===== src/rtl/mux_rr_sched_if.sv =====
// Handshake bundle between the request channels, the round-robin scheduler
// and the downstream 8:1 byte mux / sink.
interface mux_rr_sched_if #(
    parameter int N_CH   = 8,
    parameter int DATA_W = 8,
    parameter int SEL_W  = 3
);
    logic [N_CH-1:0]   req_valid;
    logic [DATA_W-1:0] req_data [0:N_CH-1];
    logic [N_CH-1:0]   req_ready;
    logic              out_valid;
    logic              out_ready;
    logic [DATA_W-1:0] out_data;
    logic [SEL_W-1:0]  out_sel;

    // Producer side: drives the channel requests and the downstream ready.
    modport master (
        output req_valid, req_data, out_ready,
        input  req_ready, out_valid, out_data, out_sel
    );

    // Scheduler side.
    modport slave (
        input  req_valid, req_data, out_ready,
        output req_ready, out_valid, out_data, out_sel
    );
endinterface


===== src/rtl/mux_rr_sched.sv =====
// Round-robin scheduler with a per-channel burst allowance. The winning byte
// and its channel index are registered together so the mux stage and the sink
// always see a matching select/data pair.
module mux_rr_sched #(
    parameter int N_CH   = 8,
    parameter int DATA_W = 8,
    parameter int SEL_W  = 3,
    parameter int BURST  = 4
) (
    input  logic          clk,
    input  logic          rst_n,
    mux_rr_sched_if.slave bus
);
    logic [SEL_W-1:0]  r_ptr;
    logic [3:0]        r_cnt;
    logic              r_out_valid;
    logic [DATA_W-1:0] r_out_data;
    logic [SEL_W-1:0]  r_out_sel;

    logic              w_load;
    logic              w_any;
    logic              w_xfer;
    logic [SEL_W-1:0]  w_grant;
    logic [3:0]        w_base;
    logic [3:0]        w_next_cnt;

    // The output register may refill in the same cycle it drains.
    assign w_load     = !r_out_valid || bus.out_ready;
    assign w_any      = |bus.req_valid;
    assign w_xfer     = w_load && w_any;
    assign w_base     = (w_grant == r_ptr) ? r_cnt : 4'd0;
    assign w_next_cnt = w_base + 4'd1;

    // Search from ptr upward with wrap; the nearest requester wins.
    always_comb begin
        w_grant = r_ptr;
        for (int k = N_CH - 1; k >= 0; k--) begin
            if (bus.req_valid[r_ptr + SEL_W'(k)]) begin
                w_grant = r_ptr + SEL_W'(k);
            end
        end
    end

    // One-hot accept to the winner; forced low while reset is held.
    always_comb begin
        bus.req_ready = '0;
        if (rst_n && w_xfer) begin
            bus.req_ready[w_grant] = 1'b1;
        end
    end

    // Priority pointer and burst counter advance only on a transfer.
    always_ff @(posedge clk or negedge rst_n) begin
        if (!rst_n) begin
            r_ptr <= '0;
            r_cnt <= '0;
        end else if (w_xfer) begin
            if (w_next_cnt == 4'(BURST)) begin
                r_ptr <= w_grant + SEL_W'(1);
                r_cnt <= '0;
            end else begin
                r_ptr <= w_grant;
                r_cnt <= w_next_cnt;
            end
        end
    end

    // Output register: load the winner, or drain when nobody requests.
    always_ff @(posedge clk or negedge rst_n) begin
        if (!rst_n) begin
            r_out_valid <= 1'b0;
            r_out_data  <= '0;
            r_out_sel   <= '0;
        end else if (w_load) begin
            if (w_any) begin
                r_out_valid <= 1'b1;
                r_out_data  <= bus.req_data[w_grant];
                r_out_sel   <= w_grant;
            end else begin
                r_out_valid <= 1'b0;
            end
        end
    end

    assign bus.out_valid = r_out_valid;
    assign bus.out_data  = r_out_data;
    assign bus.out_sel   = r_out_sel;
endmodule


===== src/flat_wrapper.sv =====
// flat-port wrapper written by rule: the top's interface ports become plain ports
module mux_rr_sched_flat 
#(
    parameter int N_CH   = 8,
    parameter int DATA_W = 8,
    parameter int SEL_W  = 3,
    parameter int BURST  = 4
)
  (clk, rst_n, bus_req_valid, bus_req_data, bus_out_ready, bus_req_ready, bus_out_valid, bus_out_data, bus_out_sel);
  mux_rr_sched_if #(.N_CH(N_CH), .DATA_W(DATA_W), .SEL_W(SEL_W)) bus_i ();
  input  logic clk;
  input  logic rst_n;
  input wire logic [$bits(bus_i.req_valid)-1:0] bus_req_valid;
  input wire logic [$bits(bus_i.req_data)-1:0] bus_req_data;
  input wire logic [$bits(bus_i.out_ready)-1:0] bus_out_ready;
  output wire logic [$bits(bus_i.req_ready)-1:0] bus_req_ready;
  output wire logic [$bits(bus_i.out_valid)-1:0] bus_out_valid;
  output wire logic [$bits(bus_i.out_data)-1:0] bus_out_data;
  output wire logic [$bits(bus_i.out_sel)-1:0] bus_out_sel;
  assign bus_i.req_valid = bus_req_valid;
  assign bus_i.req_data = {>>{bus_req_data}};
  assign bus_i.out_ready = bus_out_ready;
  assign bus_req_ready = bus_i.req_ready;
  assign bus_out_valid = bus_i.out_valid;
  assign bus_out_data = bus_i.out_data;
  assign bus_out_sel = bus_i.out_sel;
  mux_rr_sched #(.N_CH(N_CH), .DATA_W(DATA_W), .SEL_W(SEL_W), .BURST(BURST)) u_core (.clk(clk), .rst_n(rst_n), .bus(bus_i));
endmodule

===== config.mk =====
export PLATFORM = sky130hd
export DESIGN_NAME = mux_rr_sched_flat
export DESIGN_NICKNAME = d
export VERILOG_FILES = /design/src/rtl/mux_rr_sched_if.sv /design/src/rtl/mux_rr_sched.sv /design/src/flat_wrapper.sv
export SDC_FILE = /design/constraint.sdc
export NUM_CORES = 1
export LEC_CHECK = 0
export CORE_MARGIN = 2
export CORE_UTILIZATION = 45
export CTS_BUF_LIST = sky130_fd_sc_hd__clkbuf_8
export DETAILED_ROUTE_END_ITERATION = 10
export PLACE_DENSITY = 0.79
export RECOVER_POWER = 100
export SETUP_SLACK_MARGIN = 0.4
export SLEW_MARGIN = 10
export SYNTH_ARGS = -nofsm -noshare
export SYNTH_HDL_FRONTEND = slang
export SYNTH_SLANG_ARGS = --single-unit

===== constraint.sdc =====
create_clock -name clk -period 5.5 [get_ports clk]
set_clock_uncertainty 0.1 [all_clocks]
set_input_delay 0.55 -clock clk [delete_from_list [all_inputs] [get_ports clk]]
set_output_delay 0.55 -clock clk [all_outputs]
set_load 0.02 [all_outputs]

Word-level counts from Yosys, hierarchy flattened

Index checks and enable logic that the tools add are counted.

Logic and storage cells: 69
Register bits: 19
Output and inout port bits: 20
Input port bits: 75

Eq/ne operators: 2
Multiplexer cells: 34
Bitwise gates (word level): 1
Add/sub/neg operators: 9
Reductions and logical operators: 7
Magnitude comparators: 11

Operators by type and width:

| cell                                                               | count |
|---|---|
| less-than comparator 3 x 4 -> 1 bit (second input constant)        | 9 |
| 2-to-1 mux 3 bit                                                   | 9 |
| binary-select mux 1 bit (select 3 bit)                             | 8 |
| binary-select mux 8 bit (select 3 bit)                             | 1 |
| 2-to-1 mux 8 bit                                                   | 3 |
| adder 3 bit (second input constant)                                | 4 |
| 2-to-1 mux 1 bit                                                   | 10 |
| 2-to-1 mux 4 bit                                                   | 2 |
| OR reduction 8 bit                                                 | 1 |
| adder 3 x 1 -> 3 bit (second input constant)                       | 2 |
| adder 3 x 2 -> 3 bit (second input constant)                       | 2 |
| adder 4 x 1 -> 4 bit (second input constant)                       | 1 |
| equality test 4 x 3 -> 1 bit (second input constant)               | 1 |
| greater-or-equal comparator 4 bit (second input constant)          | 1 |
| inverter 3 -> 4 bit                                                | 1 |
| demux 1 bit (select 3 bit)                                         | 1 |
| equality test 3 bit                                                | 1 |
| greater-or-equal comparator 3 x 1 -> 1 bit (second input constant) | 1 |
| logical AND 1 bit                                                  | 3 |
| AND reduction 2 bit                                                | 1 |
| zero test 1 bit                                                    | 1 |
| logical OR 1 bit                                                   | 1 |

Depth between registers and ports, before layout

Gate-level depths: netlist (run 1).

Word-level depth: 16
Mapped depth: 20
Mapped depth without buffers: 15

Worst setup path after synthesis (run 1)

Ideal clock, no wire load.

Path kind: flip-flop to output port
Start point: register u_core.r_ptr[0]
End point: output port bus_req_ready[2]
Path slack: 0.988 ns
Buffers on the path: 5
Cell stages (with the launch flop): 15
Required time: 4.850 ns
Arrival time: 3.862 ns
Cell sequence: dfrtp_1 buf_2 buf_2 inv_1 buf_2 ha_1 clkbuf_1 mux4_2 o211ai_1 a31o_2 nand2_1 xnor2_1 buf_2 nand3_1 nor3_1

Longest elaborated chain between the ends: 16
Elaborated cells between the ends (all ways): 37
Those cells by class: add/sub: 7; order compare: 2; mux: 27; reduce/logical: 1

RTL lines:

| element                                                                                                                 | RTL line                               | RTL |
|---|---|---|
| start: declaration                                                                                                      | mux_rr_sched.sv:14                     | `logic [SEL_W-1:0] r_ptr;` |
| start signal: assignment                                                                                                | mux_rr_sched.sv:59                     | `r_ptr <= w_grant + SEL_W'(1);` |
| start signal: assignment                                                                                                | mux_rr_sched.sv:62                     | `r_ptr <= w_grant;` |
| adder 3 bit                                                                                                             | mux_rr_sched.sv:38, mux_rr_sched.sv:39 |  |
| binary-select mux 1 bit (select 3 bit)                                                                                  | mux_rr_sched.sv:38                     | `if (bus.req_valid[r_ptr + SEL_W'(k)]) begin` |
| 2-to-1 mux 1 bit (not written as such)                                                                                  | mux_rr_sched.sv:38                     |  |
| 2-to-1 mux 3 bit (7 in series)                                                                                          | mux_rr_sched.sv:38                     |  |
| 2-to-1 mux 3 bit (*)                                                                                                    | mux_rr_sched.sv:38                     |  |
| less-than comparator 3 x 4 -> 1 bit (not written as such) or greater-or-equal comparator 3 x 1 -> 1 bit (tied branches) | mux_rr_sched.sv:48                     | `bus.req_ready[w_grant] = 1'b1;` |
| logical AND 1 bit (not written as such)                                                                                 | mux_rr_sched.sv:48                     |  |
| 2-to-1 mux 1 bit (not written as such)                                                                                  | mux_rr_sched.sv:48                     |  |
| demux 1 bit (select 3 bit) (*)                                                                                          | n/a                                    |  |
| 2-to-1 mux 8 bit (*)                                                                                                    | mux_rr_sched.sv:47                     | `if (rst_n && w_xfer) begin` |
| end: declaration                                                                                                        | flat_wrapper.sv:16                     | `output wire logic [$bits(bus_i.req_ready)-1:0] bus_req_ready;` |

Every way passes the cells marked *; elsewhere a longest branch is shown, timed or not. The select of a mux whose other input is x is not followed.

Worst setup path after layout (run 1)

Start point: register u_core.r_ptr[0]
End point: output port bus_req_ready[0]

Same word-level chain as after synthesis.

==> run metrics, run 1 <==
CTS Root Cell=clkbuf_8; ranking of synthesized cells by area=dfrtp_1 17%, mux2i_1 15%, mux4_2 8.1%, mux2_2 5.6%, nand2_1 5.1%; top-level I/O count=95; global route overflow=0; Peak VDD IR=around 0.45 mV; Worst setup EP type=primary output; Vias/cell=roughly 6.3; Final WS setup=0.394 ns; pwr dens=just over 600 nW/um2; Yosys cell types=between 60 and 70; Syn Inst Count=about 320; Rel. slew slack=approximately a quarter; minimum clock period=5.11 ns; TritonCTS buffer count=3; Post-Route WL=between 8000 and 9000 um; Synth area leader=dfrtp_1; CTS tree=built; Die ar.=roughly 6800 um2; WL/cell=roughly 18 um; Static Leak=around 1.6 nW; count of hold-fix buffers inserted at cts=0; antenna diode count=0; clock buffer depth=2; FF+latch count, synth=19; Slew Limit Fails=0; antenna violations before repair=0; # setup viols final=0; GR Util met1=about a third; CTS H-Tree Depth=1; Core ar.=between 5000 and 6000 um2; die extent in x=82.8 um; synthesized net count=401; first-pass GRT wire length=13,700 um; RSZ-0062 raised after global routing=false; Initial Utilization=46.9%; Final Cycle Share=92.8%; GRT met2 Usage=between 40% and 50%; Total GRT Usage=between 20% and 30%; P&R area growth vs syn=37.0%; count leader, synth=mux2i_1; clk sinks=19; post-DP HPWL=~6500 um; HP Class=flop to flop; GR peak layer=met2; Hold Fails Final Rpt=0; die height=slightly above 80 um; NumNets Final=about 490; Worst Setup Start Kind=flop; number of port buffers=94; vias in the first global route=between 2,000 and 3,000; FMAX=196 MHz; drt drc=0; worst path arrival time=around 4.5 ns; WP data required=slightly below 5 ns; clock-pin slew on the worst setup and hold paths=about 0.07 ns; latest clock arrival within the worst-skew pair=approximately 0.26 ns; Async S/R FF share, synth=100%; Main synth FF type=dfrtp_1; Total Neg Setup Slack=0 ns; row cnt=28; largest net degree at the start of global routing=24; synthesized area=approximately 2800 um2; EDFF count, synth=0; Critical Path Fanout Max=15; Filler cells=roughly 500; Detailed Routing Iterations Pass 1=5; GR Layer Usage met3=3.04%; Least-Margin Pin Slew=1.13 ns; placer congestion estimate=0.919; share of layout cells above drive strength 1=12.5%; # Max-Cap Violations=0; syn_area_per_cell=between 8 and 9 um2; DRT antenna net count=0; Initial DRC Count=approximately 320; Seq/Total Area, Yosys=between 10% and 20%; synth warn=0; routed via count=around 3,000; Synth top cells by count=42 x mux2i_1, 38 x nand2_1, 27 x nor2_1; post-synth top area share=about 17%; outcome=finished clean; critical path class=flop to primary output; dpl ws=slightly above 0.7 ns
[placed cells by master (no fill, tap or decap), drive strengths merged, types with 3 or more instances in the layout]
cell type	synthesis	layout
xor2	3	3
clkdlybuf4s50	0	75
a21oi	5	5
o31ai	3	3
nor2	28	28
nand3	11	11
nor3	5	5
ha	5	5
dfrtp	19	19
mux2i	42	42
clkbuf	13	5
o21ai	12	12
nor2b	5	5
o211ai	3	3
nand2	38	38
dlygate4sd3	0	19
a221oi	9	9
mux4	13	13
a22oi	14	14
mux2	14	14
and2	7	7
buf	16	15
inv	9	9
o22a	3	3
o31a	3	3
nand2b	3	3
[where the power goes]
| part | internal, W | leakage [nW] | switching, W | total, W |
|---|---|---|---|---|
| clock | 0.0000504 | 0.0255 | 0.0000479 | 0.0000984 |
| sequential | 0.000204 | 0.217 | 0.0000618 | 0.000266 |
| combinational | 0.000873 | 1.37 | 0.00107 | 0.00195 |
| total | 0.00113 | 1.61 | 0.00118 | 0.00231 |
[metal layers]
metal	wire, um	vias to the layer above
li1	-	1407
met1	3330	1425
met2	4350	177
met3	654	12
met4	122	0
met5	0	-
[final cells by class]
| type | count | area [um2] | area share, % |
|---|---|---|---|
| Clock buffer | 3 | 41.3 | 1.08 |
| Clock inverter | 1 | 5.00 | 0.131 |
| Inverter | 9 | 33.8 | 0.883 |
| Multi-Input combinational cell | 264 | 2110 | 55.2 |
| Sequential cell | 19 | 477 | 12.5 |
| Tap cell | 75 | 93.8 | 2.45 |
| Timing Repair Buffer | 111 | 1060 | 27.8 |
[metrics by stage]
stage	hold WS (ns)	util [%]	instance area (um2)	total power [W]	instances
global placement	0.360	62.9	3750	0.00210	471
detailed placement	0.362	62.9	3750	0.00214	471
CTS	0.380	63.7	3790	0.00225	475
finish	0.370	64.2	3820	0.00231	482
global route	0.400	64.2	3820	0.00250	482
floorplan	0.154	-	2790	0.00168	321
[registers in the layout, indices dropped and copies added, names as in the netlist]
| register | flops |
|---|---|
| u_core.bus.out_valid | 1 |
| u_core.bus.out_data | 8 |
| u_core.r_ptr | 3 |
| u_core.r_cnt | 4 |
| u_core.bus.out_sel | 3 |
[critical path: stages (launching register included)]
cell	delay, ns
dfrtp_1	0.35
inv_1	0.04
buf_4	0.18
ha_2	0.54
mux4_2	0.41
nand2_1	0.11
a32oi_1	0.15
a2111oi_0	0.84
nor2_1	0.20
o21ai_4	0.37
buf_4	0.19
nand2b_1	0.21
nor2_1	0.07
clkdlybuf4s50_1	0.54
[worst paths after layout]
kind / from / endpoint / cells past startpoint / slack (ns)
min in group asynchronous: rst_n / u_core.r_cnt[1] / 2 / 0.92
worst max-delay path: u_core.r_ptr[0] / bus_req_ready[0] / 13 / 0.39
worst max register to register: u_core.r_ptr[0] / u_core.bus.out_data[3] / 15 / 0.60
worst min-delay path: u_core.bus.out_data[7] / u_core.bus.out_data[7] / 2 / 0.37
worst min register to register: u_core.bus.out_data[7] / u_core.bus.out_data[7] / 2 / 0.37
max in group asynchronous: rst_n / u_core.r_ptr[2] / 2 / 3.62
[logic make-up (layout without fill, tap and decap cells)]
| logic type | after synthesis | in the layout | synth area share [%] |
|---|---|---|---|
| flip-flops | 19 | 19 | 17.0 |
| buffers and inverters | 38 | 124 | 6.99 |
| adder cells (fa/ha/maj) | 5 | 5 | 2.24 |
| AO/OA/AOI/OAI | 80 | 80 | 22.5 |
| XOR/XNOR | 5 | 5 | 2.11 |
| multiplexers | 69 | 69 | 31.6 |
| AND/OR/NAND/NOR | 105 | 105 | 17.5 |
[what timing repair did]
item | CTS | global route
setup endpoints to repair | 0 | 8
buffers inserted | 0 | 7
resized for setup | 0 | 3
endpoints found under the hold margin | 0 | 0
Note: power is estimated with default switching activity, not from simulation.
==> run 2: changes to the inputs <==
- CAP_MARGIN: unset -> 20
- SKIP_LAST_GASP: unset -> 1
- SLEW_MARGIN: 10 -> 20
==> results of run 2 <==
Final layout, timing and power as in run 1 (identical DEF).
==> run 3: changes to the inputs <==
- GPL_TIMING_DRIVEN: unset -> 0
- RECOVER_POWER: 100 -> 50
==> run 3 against run 2 <==
Net effect: worst hold slack improved by 0.0092 ns; sequential share of layout area barely moved; clock-buffer cell count did not move; sequential power fell by 5%; register-to-register slack improved by 0.16 ns; via count rose by 1.6%; die area did not move; setup slack improved by 0.20 ns; critical path depth rose by 2; fmax rose by 4.0%; cell count rose by 1.0%; first-iteration DRC count fell by 4.1%; largest power group unchanged.
==> run metrics, run 3 (synthesized netlist as in run 1, its figures left out) <==
outcome=finished clean; WP data required=4.85 ns (about the same); HP Class=flop to flop; first-pass GRT wire length=13,600 um (-1.1%); Total Neg Setup Slack=0 ns (unchanged); CTS Root Cell=clkbuf_8; # Max-Cap Violations=0 (unchanged); Initial Utilization=46.9% (unchanged); Total GRT Usage=25.6% (about the same); Core Util, Final=64.3% (+0.084 points); Worst setup EP type=primary output; RSZ-0062 raised after global routing=true; Hold Fails Final Rpt=0 (unchanged); row cnt=28 (unchanged); Static Leak=1.63 nW (+1.1%); clock buffer depth=2 (unchanged); antenna violations before repair=0 (unchanged); FMAX=204 MHz (+4.0%); Peak VDD IR=0.377 mV (-15%); latest clock arrival within the worst-skew pair=0.26 ns (about the same); Initial DRC Count=302 (-4.1%); post-DP HPWL=6810 um (+4.6%); Slew Limit Fails=0 (unchanged); share of layout cells above drive strength 1=16.7% (+4.2 points); TritonCTS buffer count=3 (unchanged); placer congestion estimate=0.920 (about the same); commonest non-fill, non-tap cell in the layout=clkdlybuf4s50_1; dpl ws=-0.00299 ns (-0.707 ns); die height=82.8 um (unchanged); Vias/cell=6.30 (+0.51%); # setup viols final=0 (unchanged); vias in the first global route=2,918 (+0.72%); Core ar.=5960 um2 (unchanged); die extent in x=82.8 um (unchanged); Filler cells=520 (+2.6%); critical path class=flop to primary output; critical path's slowest cell=mux4_2; Worst Setup Start Kind=flop; minimum clock period=4.91 ns (-0.196 ns); routed via count=3,068 (+1.6%); top-level I/O count=95 (unchanged); pwr dens=611 nW/um2 (+1.1%); CTS tree=built; clk sinks=19 (unchanged); CP max stage delay=0.52 ns (-0.32 ns); Fin Hold WS=0.379 ns (+0.00923 ns); flip-flop count of the largest register after layout=8 (unchanged); most frequent cells in the layout=68 x clkdlybuf4s50_1, 42 x mux2i_1, 38 x nand2_1, 27 x nor2_1, 18 x dfrtp_1; antenna diode count=0 (unchanged); Die ar.=6850 um2 (unchanged); Final WS setup=0.590 ns (+0.196 ns); NumNets Final=493 (+1.0%); clock-pin slew on the worst setup and hold paths=0.07 ns (about the same); worst path arrival time=4.26 ns (-0.20 ns); DRT antenna net count=0 (unchanged); Least-Margin Pin Slew=0.937 ns (-0.192 ns); Critical Path, Cell by Cell=buf_2, buf_4, inv_1, buf_2, ha_4, clkbuf_4, mux4_2, o211ai_1, a31o_2, nand2_1, xnor2_2, buf_4, nand3_1, nor3_2, clkbuf_2; Critical Path Fanout Max=10 (-5); drt drc=0 (unchanged); Post-Route WL=8600 um (+1.7%); Rel. slew slack=37.3% (+13 points); Detailed Routing Iterations Pass 1=5 (unchanged); number of port buffers=86 (-8.5%); largest net degree at the start of global routing=22 (-8.3%); P&R area growth vs syn=37.2%; CTS H-Tree Depth=1 (unchanged); global route overflow=0 (unchanged); WL/cell=17.7 um (+0.64%); Final Cycle Share=89.3% (-3.6 points)
-- run 3: path summary, 6_finish.rpt --
| check | start | end | slack, ns | depth (start not counted) |
|---|---|---|---|---|
| setup reg to reg | u_core.r_ptr[0] | u_core.r_ptr[2] | 0.76 | 17 |
| setup / recovery | u_core.r_ptr[0] | bus_req_ready[2] | 0.59 | 15 |
| hold / removal | u_core.bus.out_data[6] | u_core.bus.out_data[6] | 0.38 | 2 |
| min in group asynchronous | rst_n | u_core.bus.out_sel[1] | 0.78 | 1 |
| hold reg to reg | u_core.bus.out_data[6] | u_core.bus.out_data[6] | 0.38 | 2 |
| max in group asynchronous | rst_n | u_core.r_ptr[1] | 3.88 | 1 |
-- run 3: metal layers --
metal	up-vias	GRT usage, %	part of all wire (%)
met5	-	0	0
met4	0	9.34	2.8
met3	29	5.43	8.3
met2	157	44.3	49
met1	1469	31.3	40
li1	1413	-	-
-- run 3: power breakdown --
part / total (W) / switching (W) / internal, W
Clock: 0.0000965 / 0.0000462 / 0.0000503
Sequential: 0.000252 / 0.0000477 / 0.000204
Combinational: 0.00199 / 0.00112 / 0.000871
Total: 0.00234 / 0.00121 / 0.00113
-- run 3: cell type report --
| cell class | instances | area [um2] | area share (%) |
|---|---|---|---|
| clock buffers | 3 | 41.3 | 1.08 |
| repair buffers | 87 | 843 | 22.0 |
| flip-flops and latches | 19 | 477 | 12.4 |
| plain buffers | 29 | 170 | 4.44 |
| inverters | 9 | 33.8 | 0.882 |
| clock inverters | 1 | 5.00 | 0.131 |
| multi-input cells | 264 | 2170 | 56.6 |
| well taps | 75 | 93.8 | 2.45 |
-- run 3: timing repair --
| action | CTS | global route |
|---|---|---|
| setup buffers | 0 | 1 |
| gates resized for setup | 19 | 13 |
| setup endpoints to repair | 8 | 8 |
| hold buffers | 0 | 0 |
| pin swaps | 0 | 2 |
-- run 3: worst max-delay path, delay by kind of cell (launching register included) --
kind | cells | cell delay, ns
AOI/OAI and AO/OA | 2 | 0.50
DFF | 1 | 0.35
and+or+nand+nor | 3 | 0.59
muxes | 1 | 0.52
adders and majority gates | 1 | 0.35
xor gates and xnor gates | 1 | 0.32
buffers and inverters | 7 | 1.37
-- run 3: through the flow --
stage / power [W] / instances / instance area [um2]
after global placement: 0.00213 / 482 / 3750
after floorplan: 0.00168 / 321 / 2790
after CTS: 0.00231 / 486 / 3830
after global routing: 0.00251 / 487 / 3830
after detailed placement: 0.00216 / 482 / 3750
final: 0.00234 / 487 / 3830
